File: src/rtl/w_stage_grf.sv
// Write-back stage and 32x32 general register file: decodes the W-stage
// instruction, extends load data, commits to the array and serves both D-stage reads.
module w_stage_grf #(
  parameter bit BYPASS_EN = 1'b1,
  parameter int CNT_W     = 32
) (
  input  logic             CLK,
  input  logic             Reset,
  input  logic [31:0]      IMcode_W,
  input  logic [31:0]      PC_W,
  input  logic [31:0]      AO_W,
  input  logic [31:0]      DO_W,
  input  logic [4:0]       A1,
  input  logic [4:0]       A2,
  output logic [31:0]      RD1,
  output logic [31:0]      RD2,
  output logic             WE_W,
  output logic [4:0]       A3_W,
  output logic [31:0]      WD_W,
  output logic [CNT_W-1:0] Retired
);

  logic [31:0]      r_regs [32];
  logic [CNT_W-1:0] r_retired;

  logic [5:0]  w_op;
  logic [5:0]  w_fn;
  logic [4:0]  w_rt;
  logic [4:0]  w_rd;
  logic [31:0] w_pc8;
  logic [7:0]  w_byte;
  logic [15:0] w_half;
  logic        w_wr;
  logic [4:0]  w_a3;
  logic [31:0] w_wd;
  logic        w_unused_bits;

  assign w_op  = IMcode_W[31:26];
  assign w_fn  = IMcode_W[5:0];
  assign w_rt  = IMcode_W[20:16];
  assign w_rd  = IMcode_W[15:11];
  assign w_pc8 = PC_W + 32'd8;
  assign w_unused_bits = ^{IMcode_W[25:21], IMcode_W[10:6]};

  always_comb begin
    w_byte = DO_W[7:0];
    case (AO_W[1:0])
      2'd1:    w_byte = DO_W[15:8];
      2'd2:    w_byte = DO_W[23:16];
      2'd3:    w_byte = DO_W[31:24];
      default: w_byte = DO_W[7:0];
    endcase
  end

  // Halfword alignment uses AO_W[1] only; AO_W[0] is deliberately ignored.
  assign w_half = AO_W[1] ? DO_W[31:16] : DO_W[15:0];

  always_comb begin
    w_wr = 1'b0;
    w_a3 = 5'd0;
    w_wd = 32'd0;
    case (w_op)
      6'h00: begin
        case (w_fn)
          6'h21, 6'h23, 6'h00: begin
            w_wr = 1'b1;
            w_a3 = w_rd;
            w_wd = AO_W;
          end
          6'h09: begin
            w_wr = 1'b1;
            w_a3 = w_rd;
            w_wd = w_pc8;
          end
          default: ;
        endcase
      end
      6'h0d, 6'h0f: begin
        w_wr = 1'b1;
        w_a3 = w_rt;
        w_wd = AO_W;
      end
      6'h23: begin
        w_wr = 1'b1;
        w_a3 = w_rt;
        w_wd = DO_W;
      end
      6'h20: begin
        w_wr = 1'b1;
        w_a3 = w_rt;
        w_wd = {{24{w_byte[7]}}, w_byte};
      end
      6'h24: begin
        w_wr = 1'b1;
        w_a3 = w_rt;
        w_wd = {24'd0, w_byte};
      end
      6'h21: begin
        w_wr = 1'b1;
        w_a3 = w_rt;
        w_wd = {{16{w_half[15]}}, w_half};
      end
      6'h25: begin
        w_wr = 1'b1;
        w_a3 = w_rt;
        w_wd = {16'd0, w_half};
      end
      6'h03: begin
        w_wr = 1'b1;
        w_a3 = 5'd31;
        w_wd = w_pc8;
      end
      default: ;
    endcase
  end

  assign WE_W = w_wr && (w_a3 != 5'd0);
  assign A3_W = w_a3;
  assign WD_W = w_wd;

  // Entry 0 is only ever cleared, so the array itself keeps $0 at zero.
  always_ff @(posedge CLK or negedge Reset) begin
    if (!Reset) begin
      for (int i = 0; i < 32; i++) r_regs[i] <= 32'd0;
    end else if (WE_W) begin
      r_regs[A3_W] <= WD_W;
    end
  end

  always_ff @(posedge CLK or negedge Reset) begin
    if (!Reset) begin
      r_retired <= '0;
    end else if (IMcode_W != 32'd0) begin
      r_retired <= r_retired + CNT_W'(1);
    end
  end

  assign Retired = r_retired;

  assign RD1 = (A1 == 5'd0) ? 32'd0 :
               (BYPASS_EN && WE_W && (A1 == A3_W)) ? WD_W : r_regs[A1];
  assign RD2 = (A2 == 5'd0) ? 32'd0 :
               (BYPASS_EN && WE_W && (A2 == A3_W)) ? WD_W : r_regs[A2];

endmodule

File: config.mk
export PLATFORM = sky130hd
export DESIGN_NAME = w_stage_grf
export DESIGN_NICKNAME = d
export VERILOG_FILES = /design/src/rtl/w_stage_grf.sv
export SDC_FILE = /design/constraint.sdc
export NUM_CORES = 2
export LEC_CHECK = 0
export BUFFER_PORTS_ARGS = -buffer_cell sky130_fd_sc_hd__buf_2
export CAP_MARGIN = 10
export CORE_UTILIZATION = 32
export CTS_BUF_LIST = sky130_fd_sc_hd__clkbuf_4 sky130_fd_sc_hd__clkbuf_8
export DETAILED_ROUTE_END_ITERATION = 12
export PLACE_DENSITY_LB_ADDON = 0.3
export RECOVER_POWER = 25
export SYNTH_ARGS = -nofsm -noshare
export SYNTH_HDL_FRONTEND = slang
export SYNTH_SLANG_ARGS = --single-unit
File: constraint.sdc
create_clock -name CLK -period 2.9 [get_ports CLK]
set_clock_uncertainty 0.1 [all_clocks]
set_input_delay 0.145 -clock CLK [delete_from_list [all_inputs] [get_ports CLK]]
set_output_delay 0.145 -clock CLK [all_outputs]
set_load 0.1 [all_outputs]
==> impl_metrics.py <==
metrics = {
    "status": {
        "status": "finished, violations left",
        "violations": "max-capacitance violations, max-slew violations, negative setup slack",
    },
    "layout": {
        "multi_input_area_mm2": 0.03100,
        "fillCellCount": 16300,
        "area_growth_pct": 32.70,
        "drive_gt1_share_pct": 36.46,
        "layout.area.seq_mm2": 0.02643,
        "finalCoreUtilization_pct": 42.88,
        "nets": 5890,
    },
    "synthesis": {
        "netlist.area_leader.share_pct": 46.28,
        "yosysWarnings": 0,
        "synth_cell_type_count": 66,
        "ys_ff_latch": 1056,
        "synthesis.nets": 5276,
        "synth_most_common_cell": "dfrtp_1",
        "synth_edf_count": 0,
        "synth_commonest_cells": "dfrtp_1, nand2_1, mux4_2",
        "syn_inst": 5134,
        "synthesis.area_mm2": 0.05709,
        "ys_seq_area_share_pct": 46.28,
        "synth_async_sr_flop_share_pct": 100.0,
        "syn_avg_cell_area_um2": 11.12,
        "synth_top_cell_by_area": "dfrtp_1",
        "synthFlopType": "dfrtp_1",
        "yosys-top-cells-area": "dfrtp_1, mux4_2, o21ai_0, a21oi_1, mux2i_1",
    },
    "clock_tree": {
        "ctsRootBufferMaster": "clkbuf_8",
        "clock-sinks": 1056,
        "cts_made_buffers": 181,
        "clk_path_buf_depth": 3,
        "insertion_delay_ns": 0.90,
        "cts.htree.levels": 4,
        "cts_tree": "built",
        "path_clk_slew_ns": 0.06,
    },
    "power": {
        "p_leak_nw": 31.97,
        "power_mw": 36.51,
        "intPower_mw": 26.03,
        "pwr-share-seq_pct": 41.9,
        "power.density_mw_per_mm2": 481.9,
        "pwr-share-clk_pct": 41.6,
        "vdd_drop_max_v": 0.0004235,
        "combPwrFrac_pct": 16.5,
        "swShare_pct": 28.71,
        "p_switching_mw": 10.48,
    },
    "route": {
        "drt_wl_total_um": 219800,
        "num_vias": 46170,
        "viasPerCell": 5.598,
        "ant_nets": 0,
        "drc": 0,
        "wl_per_cell_um": 26.65,
        "drtIter0Drc": 4356,
        "firstDrtPassIters": 6,
    },
    "placement": {
        "preCtsSetupSlack_ns": -0.4969,
        "io_buffers": 273,
        "hpwl_um": 147100,
        "gp_congestion": 0.9812,
    },
    "sta": {
        "slew_headroom_pct": -19.95,
        "worst_hold_slack_ns": 0.06617,
        "finalHoldViolations": 0,
        "fin_crit_ns": 3.223,
        "fin_ws_ns": -0.3231,
        "timing.fmax_ghz": 0.3103,
        "slew_violations": 127,
        "min_period_over_period_pct": 111.1,
        "rsz0062_at_grt": "yes",
        "setup_violations": 64,
        "tightestPinTransition_ns": 1.799,
    },
    "global_routing": {
        "grt.overflow.total": 0,
        "grt_antenna_before_repair": 4,
        "grtUsageTotal_pct": 24.24,
        "grt_max_degree": 100,
        "grt_pass1_vias": 46650,
        "grt_first_pass_wirelength_um": 322300,
    },
    "die": {
        "chipHeight_um": 424.4,
        "core_area_mm2": 0.1767,
        "die_area_mm2": 0.1801,
        "io_pins": 274,
        "num_rows": 154,
        "start_util_pct": 32.31,
        "die_w_um": 424.4,
    },
    "worst_setup_path": {
        "r2r_slack_ns": 0.55,
        "crit_start": "r_regs[532]",
        "cp-start-kind": "register",
        "critPathCaptureType": "output pin",
        "cp_cell_sequence": "mux4_2 -> mux4_2 -> o21ai_1 -> buf_4 -> a211oi_4 -> buf_12 -> buf_12",
        "worst-path-max-fanout": 3,
        "rr_endpoint": "Retired[31]",
        "crit_slowest_cell": "mux4_2",
        "reg2reg_from": "Retired[10]",
        "r2r.worst_path.cells": 8,
        "endpoint": "RD1[20]",
        "cp.arrival_ns": 2.98,
        "cp_data_required_time_ns": 2.65,
        "cp_slowest_stage_delay_ns": 0.48,
        "worstSetupPathType": "reg -> out",
    },
    "worst_hold_path": {
        "hold_path.class": "in -> reg",
        "hold_start": "IMcode_W[16]",
    },
    "flow_run": {
        "drv_cap": 2,
    },
}
area by class of cell:
class                           instances  share of cell area (%)
Tap cell                             2340                   3.864
Clock inverter                         35                  0.4442
Clock buffer                          302                   5.032
Multi-Input combinational cell       3469                   40.92
Inverter                               43                  0.4096
Antenna cell                            5                 0.01651
Sequential cell                      1056                   34.88
Timing Repair Buffer                  997                   14.43
sequential cells by signal, indices dropped and copies added, names as in the netlist:
signal / flops
Retired: 32
r_regs: 1024
worst min-delay path by stage:
| stage | end | slack (ns) | cells after the start |
|---|---|---|---|
| finish | Retired[0] | 0.07 | 7 |
| global placement | r_regs[488] | 0.13 | 1 |
| floorplan | Retired[0] | -0.25 | 0 |
| detailed placement | r_regs[456] | 0.13 | 1 |
| global route | r_regs[175] | 0.05 | 6 |
| CTS | r_regs[399] | 0.003 | 6 |
critical path: cells and delay by family, from the launching register on:
family	cells	cell delay, ns
AO/OA/AOI/OAI	2	0.21
buffers and inverters	3	0.49
flip-flops	1	0.40
multiplexers	2	0.96
cell families after synthesis:
| group | count (synthesis) | synth area share (%) |
|---|---|---|
| AOI/OAI and AO/OA | 1392 | 14.19 |
| xor gates and xnor gates | 68 | 1.043 |
| DFF | 1056 | 46.28 |
| buffers and inverters | 609 | 4.464 |
| muxes | 767 | 24.96 |
| and+or+nand+nor | 1240 | 9.016 |
| adders and majority gates | 2 | 0.04382 |
power by group through the flow:
stage	Combinational [mW]	Clock, mW	Sequential [mW]
after floorplan	2.93	0	15.5
after global placement	5.37	0	15.5
after detailed placement	5.40	0	15.6
after CTS	5.79	15.5	15.3
after global routing	6.27	16.1	15.3
final	6.01	15.2	15.3
timing repair:
item,4_1_cts,5_1_grt
buffers inserted,62,52
cloned,1,5
gates resized for setup,319,122
hold endpoints to repair,1677,0
endpoints found under the setup margin,65,65
pin swaps,95,88
hold buffers,54,0
routing by layer:
metal	up-vias	wire length [um]	track usage, %
met5	-	0	0
met1	23830	90780	32.12
met3	416	15050	4.714
li1	20190	-	-
met4	0	10490	10.79
met2	1732	103400	38.50
per-stage QoR:
step,setup TNS (ns),instance area (um2),instances
after floorplan,-20.66,58060,5134
after global placement,-42.72,68250,7804
after detailed placement,-50.88,68250,7804
after CTS,-13.22,74780,8213
after global routing,-16.70,75760,8245
final,-10.34,75760,8247
layout by cell type, fill, tap and decap left out, types with 19 or more instances in the layout:
cell type	count
mux2i_1	220
o21ai_1	88
dlygate4sd3_1	52
clkbuf_8	247
xnor2_1	45
buf_6	38
o31ai_4	47
nand3_1	25
o21ai_0	491
o211ai_1	55
buf_4	431
nor2_1	451
mux4_2	525
dfrtp_1	1056
a221oi_4	41
buf_12	276
buf_2	167
xor2_1	19
clkinvlp_4	34
clkbuf_4	58
nand2_1	627
a21oi_1	426
a22o_1	46
a21oi_4	56
Note: power is estimated with default switching activity, not from simulation.
